===== src/rtl/morra_giocatore_auto.sv =====
// Self-playing Morra Cinese opponent pair: drives legal LFSR move pairs into the referee and scores its verdicts.
// Latency: one registered move pair per PLAY cycle, verdicts sampled on the same edge; no backpressure, a watchdog aborts a stalled match.
module morra_giocatore_auto #(
    parameter logic [15:0] LFSR_SEED = 16'hACE1,
    parameter int          WATCHDOG  = 32
) (
    input  logic       clk,
    input  logic       rst,
    input  logic       avvia,
    input  logic [3:0] num_manche_cfg,
    input  logic [1:0] manche,
    input  logic [1:0] partita,
    output logic [1:0] primo,
    output logic [1:0] secondo,
    output logic       inizia,
    output logic       occupato,
    output logic       fine,
    output logic [1:0] esito,
    output logic       errore,
    output logic [4:0] vinte_p1,
    output logic [4:0] vinte_p2,
    output logic [4:0] giocate
);

    localparam logic [1:0] S_IDLE   = 2'd0;
    localparam logic [1:0] S_CONFIG = 2'd1;
    localparam logic [1:0] S_PLAY   = 2'd2;
    localparam logic [1:0] S_DONE   = 2'd3;

    localparam logic [15:0] SEED = (LFSR_SEED == 16'h0000) ? 16'h0001 : LFSR_SEED;
    localparam int          WDW  = $clog2(WATCHDOG + 1);
    localparam logic [WDW-1:0] WD_LAST = WDW'(WATCHDOG - 1);

    logic [1:0]     state;
    logic [15:0]    lfsr;
    logic [WDW-1:0] wd_cnt;
    logic           rs_vld, rs_p2;
    logic [1:0]     rs_mov;

    logic           rs_vld_n, rs_p2_n;
    logic [1:0]     rs_mov_n;
    logic [15:0]    lfsr_nxt;
    logic [1:0]     raw1, raw2, cand1, cand2;

    function automatic logic [1:0] rot(input logic [1:0] m);
        return (m == 2'b11) ? 2'b01 : m + 2'b01;
    endfunction

    function automatic logic [4:0] sat_inc(input logic [4:0] c);
        return (c == 5'd31) ? c : c + 5'd1;
    endfunction

    assign lfsr_nxt = {lfsr[14:0], lfsr[15] ^ lfsr[13] ^ lfsr[12] ^ lfsr[10]};

    // The verdict sampled this edge must already constrain the pair registered on it.
    always_comb begin
        rs_vld_n = rs_vld;
        rs_p2_n  = rs_p2;
        rs_mov_n = rs_mov;
        if (state == S_PLAY) begin
            case (manche)
                2'b01:   begin rs_vld_n = 1'b1; rs_p2_n = 1'b0; rs_mov_n = primo;   end
                2'b10:   begin rs_vld_n = 1'b1; rs_p2_n = 1'b1; rs_mov_n = secondo; end
                2'b11:   rs_vld_n = 1'b0;
                default: ;
            endcase
        end
        raw1  = (lfsr[1:0] == 2'b00) ? 2'b01 : lfsr[1:0];
        raw2  = (lfsr[3:2] == 2'b00) ? 2'b01 : lfsr[3:2];
        cand1 = (rs_vld_n && !rs_p2_n && raw1 == rs_mov_n) ? rot(raw1) : raw1;
        cand2 = (rs_vld_n &&  rs_p2_n && raw2 == rs_mov_n) ? rot(raw2) : raw2;
    end

    always_ff @(posedge clk) begin
        if (rst) begin
            state    <= S_IDLE;
            lfsr     <= SEED;
            wd_cnt   <= '0;
            rs_vld   <= 1'b0;
            rs_p2    <= 1'b0;
            rs_mov   <= 2'b00;
            primo    <= 2'b00;
            secondo  <= 2'b00;
            inizia   <= 1'b0;
            occupato <= 1'b0;
            fine     <= 1'b0;
            esito    <= 2'b00;
            errore   <= 1'b0;
            vinte_p1 <= '0;
            vinte_p2 <= '0;
            giocate  <= '0;
        end else begin
            fine   <= 1'b0;
            inizia <= 1'b0;
            case (state)
                S_CONFIG: begin
                    primo   <= cand1;
                    secondo <= cand2;
                    lfsr    <= lfsr_nxt;
                    wd_cnt  <= '0;
                    state   <= S_PLAY;
                end
                S_PLAY: begin
                    rs_vld <= rs_vld_n;
                    rs_p2  <= rs_p2_n;
                    rs_mov <= rs_mov_n;
                    if (manche == 2'b01) vinte_p1 <= sat_inc(vinte_p1);
                    if (manche == 2'b10) vinte_p2 <= sat_inc(vinte_p2);
                    if (manche != 2'b00) giocate  <= sat_inc(giocate);
                    if (partita != 2'b00 || wd_cnt == WD_LAST) begin
                        esito    <= partita;
                        errore   <= (partita == 2'b00);
                        fine     <= 1'b1;
                        occupato <= 1'b0;
                        primo    <= 2'b00;
                        secondo  <= 2'b00;
                        state    <= S_DONE;
                    end else begin
                        primo   <= cand1;
                        secondo <= cand2;
                        lfsr    <= lfsr_nxt;
                        wd_cnt  <= wd_cnt + 1'b1;
                    end
                end
                default: begin
                    primo   <= 2'b00;
                    secondo <= 2'b00;
                    if (avvia) begin
                        primo    <= num_manche_cfg[3:2];
                        secondo  <= num_manche_cfg[1:0];
                        inizia   <= 1'b1;
                        occupato <= 1'b1;
                        vinte_p1 <= '0;
                        vinte_p2 <= '0;
                        giocate  <= '0;
                        esito    <= 2'b00;
                        errore   <= 1'b0;
                        rs_vld   <= 1'b0;
                        state    <= S_CONFIG;
                    end
                end
            endcase
        end
    end

endmodule


===== config.mk =====
export PLATFORM = sky130hd
export DESIGN_NAME = morra_giocatore_auto
export DESIGN_NICKNAME = d
export VERILOG_FILES = /design/src/rtl/morra_giocatore_auto.sv
export SDC_FILE = /design/constraint.sdc
export NUM_CORES = 1
export LEC_CHECK = 0
export CAP_MARGIN = 20
export CORE_AREA = 3 3 105 107
export DETAILED_ROUTE_END_ITERATION = 16
export DIE_AREA = 0 0 108 110
export GPL_TIMING_DRIVEN = 0
export MAX_ROUTING_LAYER = met4
export PLACE_DENSITY = 0.43
export SLEW_MARGIN = 10
export SYNTH_ARGS = -nofsm -noshare
export SYNTH_HDL_FRONTEND = slang
export SYNTH_SLANG_ARGS = --single-unit

===== constraint.sdc =====
create_clock -name clk -period 6.7 [get_ports clk]
set_input_delay 2.01 -clock clk [delete_from_list [all_inputs] [get_ports clk]]
set_output_delay 2.01 -clock clk [all_outputs]
set_load 0.02 [all_outputs]

==> flow_summary.yaml <==
outcome:
  status: "finished, final reports clean"
clocking:
  cts_root_buffer: "clkbuf_8"
  hold_buffers: 0
  clock_latency_ns: 0.31
  cts.reportedPaths.clkPinSlew_ns: 0.10
  cts_tree: "built"
  numCtsBuffers: 5
  cts_sinks: 53
  clockBufferDepth: 2
  post_cts_resized: 0
  htree_levels: 2
  cts_setup_buffers: 0
sta:
  holdWs_ns: 0.460
  finalMaxSlewViolations: 0
  min_period_ns: 3.97
  fmax_ghz: 0.252
  grt_setup_unrepaired: "false"
  worst_pin_slew_ns: 0.607
  fin_ws_ns: 2.73
  hold_viol: 0
  max_slew_margin: 0.595
  setup_viol: 0
  fin_setup_tns_ns: 0
  fin_crit_sh: 0.593
  fin_skew_ns: 0.00650
synthesis:
  yosys-top-cells-area: "dfxtp_1, nand2_1, ha_1, nor2_1, xor2_1"
  synthesis.area_sq_mm: 0.00254
  syn_inst: 300
  synthFlopType: "dfxtp_1"
  syn_nets: 325
  avgSynthCellArea_sq_um: 8.45
  async_flop_share: 0
  yosysUniqueCellTypes: 47
  ys_warn_count: 0
  yosysSeqAreaShare: 0.418
  synth_area_leader_cell: "dfxtp_1"
  yosysTopAreaCellShare: 0.418
  ys_ff_latch: 53
  synth_edf_count: 0
place:
  gp_congestion: 0.750
  io_buffer_count: 35
  hpwl_mm: 4.64
  dp.cells: 471
  dpl_worst_slack_ns: 2.40
routing:
  wl_mm: 6.35
  via_per_inst: 4.53
  drtPass1Iterations: 4
  wl_per_cell_um: 13.3
  drc: 0
  drt_iter0_drc: 50
  antenna_left: 0
  vias: 2170
hold_path:
  hold_start: "lfsr[4]"
  min_path_type: "reg2reg"
grt:
  overflow: 0
  grt_max_degree: 16
  grt_pass1_vias: 2118
  track_usage: 0.115
  antenna_found_initial: 0
  grt_pass1_wl_mm: 10.5
worst_setup_path:
  path_cells: "clkdlybuf4s50_1 > inv_1 > ha_1 > and2_1 > buf_2 > o32ai_1 > a31oi_1 > or3_1 > a32o_1"
  reg2regPathDepth: 9
  cpMaxStageDelayCell: "clkdlybuf4s50_1"
  reg2reg_from: "state[0]"
  worstSetupPathType: "in2reg"
  worst-path-max-fanout: 7
  worstSetupEndpoint: "secondo[0]"
  cp-start-kind: "primary input"
  reg2reg_slack_ns: 4.66
  cp.arrival_ns: 4.18
  crit_path_start: "manche[0]"
  cp.required_ns: 6.91
  r2r_end: "secondo[0]"
  endpoint_kind: "flip-flop"
  cp_slowest_stage_delay_ns: 0.50
cells_and_area:
  antenna_cells: 0
  fin_cells: 479
  final_nets: 367
  area_growth_pct: 23.8
  fillers: 1100
  multi_input_area_sq_mm: 0.00135
  layout-drive-gt1-share: 0.0554
  final-seq-area_sq_mm: 0.00106
floorplanning:
  dieWidth_um: 108
  start_util: 0.248
  fp-row-count: 37
  die_height_um: 110
  core_area_sq_mm: 0.0102
  die-area_sq_mm: 0.0119
  io_pins: 36
run:
  max_cap_violations: 0
power:
  p_total_w: 0.000893
  irDropWorstVdd_uv: 82.4
  leakage_nw: 1.17
  powerDensity_mw_per_mm2: 284
per-stage QoR:
| stage | util | area [sq um] |
|---|---|---|
| 4_1_cts | 0.307 | 3140 |
| 6_report | 0.307 | 3140 |
| 3_3_place_gp | 0.299 | 3060 |
| 2_1_floorplan | - | 2540 |
| 3_5_place_dp | 0.299 | 3060 |
| 5_1_grt | 0.307 | 3140 |
per-layer routing:
layer | routed length [um] | up-vias | GRT usage | share of wire
li1 | - | 1123 | - | -
met3 | 214 | 7 | 0.0215 | 0.034
met4 | 74 | 0 | 0.0271 | 0.012
met5 | 0 | - | - | 0
met2 | 2720 | 40 | 0.167 | 0.43
met1 | 3340 | 1000 | 0.164 | 0.53
cells in the mapped netlist, types with 2 or more instances:
library cell and count:
dfxtp_1 53, nand2_1 49, nor2_1 33, a21oi_1 17
ha_1 14, inv_1 12, xor2_1 10, a22oi_1 9
nand3_1 8, o21ai_0 8, nor3_1 7, clkbuf_1 6
a211oi_1 5, mux2i_1 5, and3_1 4, buf_2 4
nand4_1 4, nor3b_1 4, a22o_1 3, and2_1 3
buf_6 3, nand2b_1 3, nand3b_1 3, nor2b_1 3
o211ai_1 3, a32o_1 2, o2111ai_1 2, o22ai_1 2
or3_1 2, xnor2_1 2
flip-flops by register name, indices dropped and copies added (netlist names), 2 cells and up:
| name | count |
|---|---|
| esito | 2 |
| giocate | 5 |
| lfsr | 16 |
| primo | 2 |
| rs_mov | 2 |
| secondo | 2 |
| state | 2 |
| vinte_p1 | 5 |
| vinte_p2 | 5 |
| wd_cnt | 6 |
where the power goes:
part	total [W]	switching, W	internal (W)	leakage [nW]
combinational	0.000312	0.000185	0.000127	0.697
clock	0.000181	0.000108	0.0000729	0.0450
sequential	0.000400	0.0000369	0.000363	0.432
cell type report:
| class | instances | area share |
|---|---|---|
| multi-input cells | 221 | 0.429 |
| flip-flops and latches | 53 | 0.338 |
| repair buffers | 35 | 0.112 |
| well taps | 136 | 0.0542 |
| plain buffers | 14 | 0.0267 |
| clock buffers | 6 | 0.0231 |
| inverters | 12 | 0.0143 |
| clock inverters | 2 | 0.00319 |
worst min path at each step:
stage                     cells after the start        to  slack, ns
after CTS                                     2   lfsr[9]       0.46
after global placement                        2   lfsr[9]       0.44
final                                         2   lfsr[4]       0.46
after floorplan                               2   lfsr[8]       0.43
after global routing                          2   lfsr[4]       0.49
after detailed placement                      2  lfsr[12]       0.45
cells in the final DEF (no fill, tap or decap), types with 9 or more instances in the layout:
cell,Yosys,final
dfxtp_1,53,53
inv_1,12,12
ha_1,14,14
a22oi_1,9,9
nor2_1,33,33
xor2_1,10,10
nand2_1,49,49
a21oi_1,17,17
clkdlybuf4s50_1,0,35
cells by family (layout without fill, tap and decap cells):
logic type               count (synthesis)  after routing  synth area share
adder cells (fa/ha/maj)                 14             14            0.0691
flip-flops                              53             53             0.418
AND/OR/NAND/NOR                        132            132             0.249
buffers and inverters                   26             69            0.0508
XOR/XNOR                                12             12            0.0414
multiplexers                             5              5            0.0197
AO/OA/AOI/OAI                           58             58             0.152
worst max-delay path, delay by kind of cell:
kind / cells / cell delay, ns
buffers and inverters: 3 / 0.73
AND/OR/NAND/NOR: 2 / 0.56
AO/OA/AOI/OAI: 3 / 0.50
adder cells (fa/ha/maj): 1 / 0.38
Power figures use the tool's default switching activity.
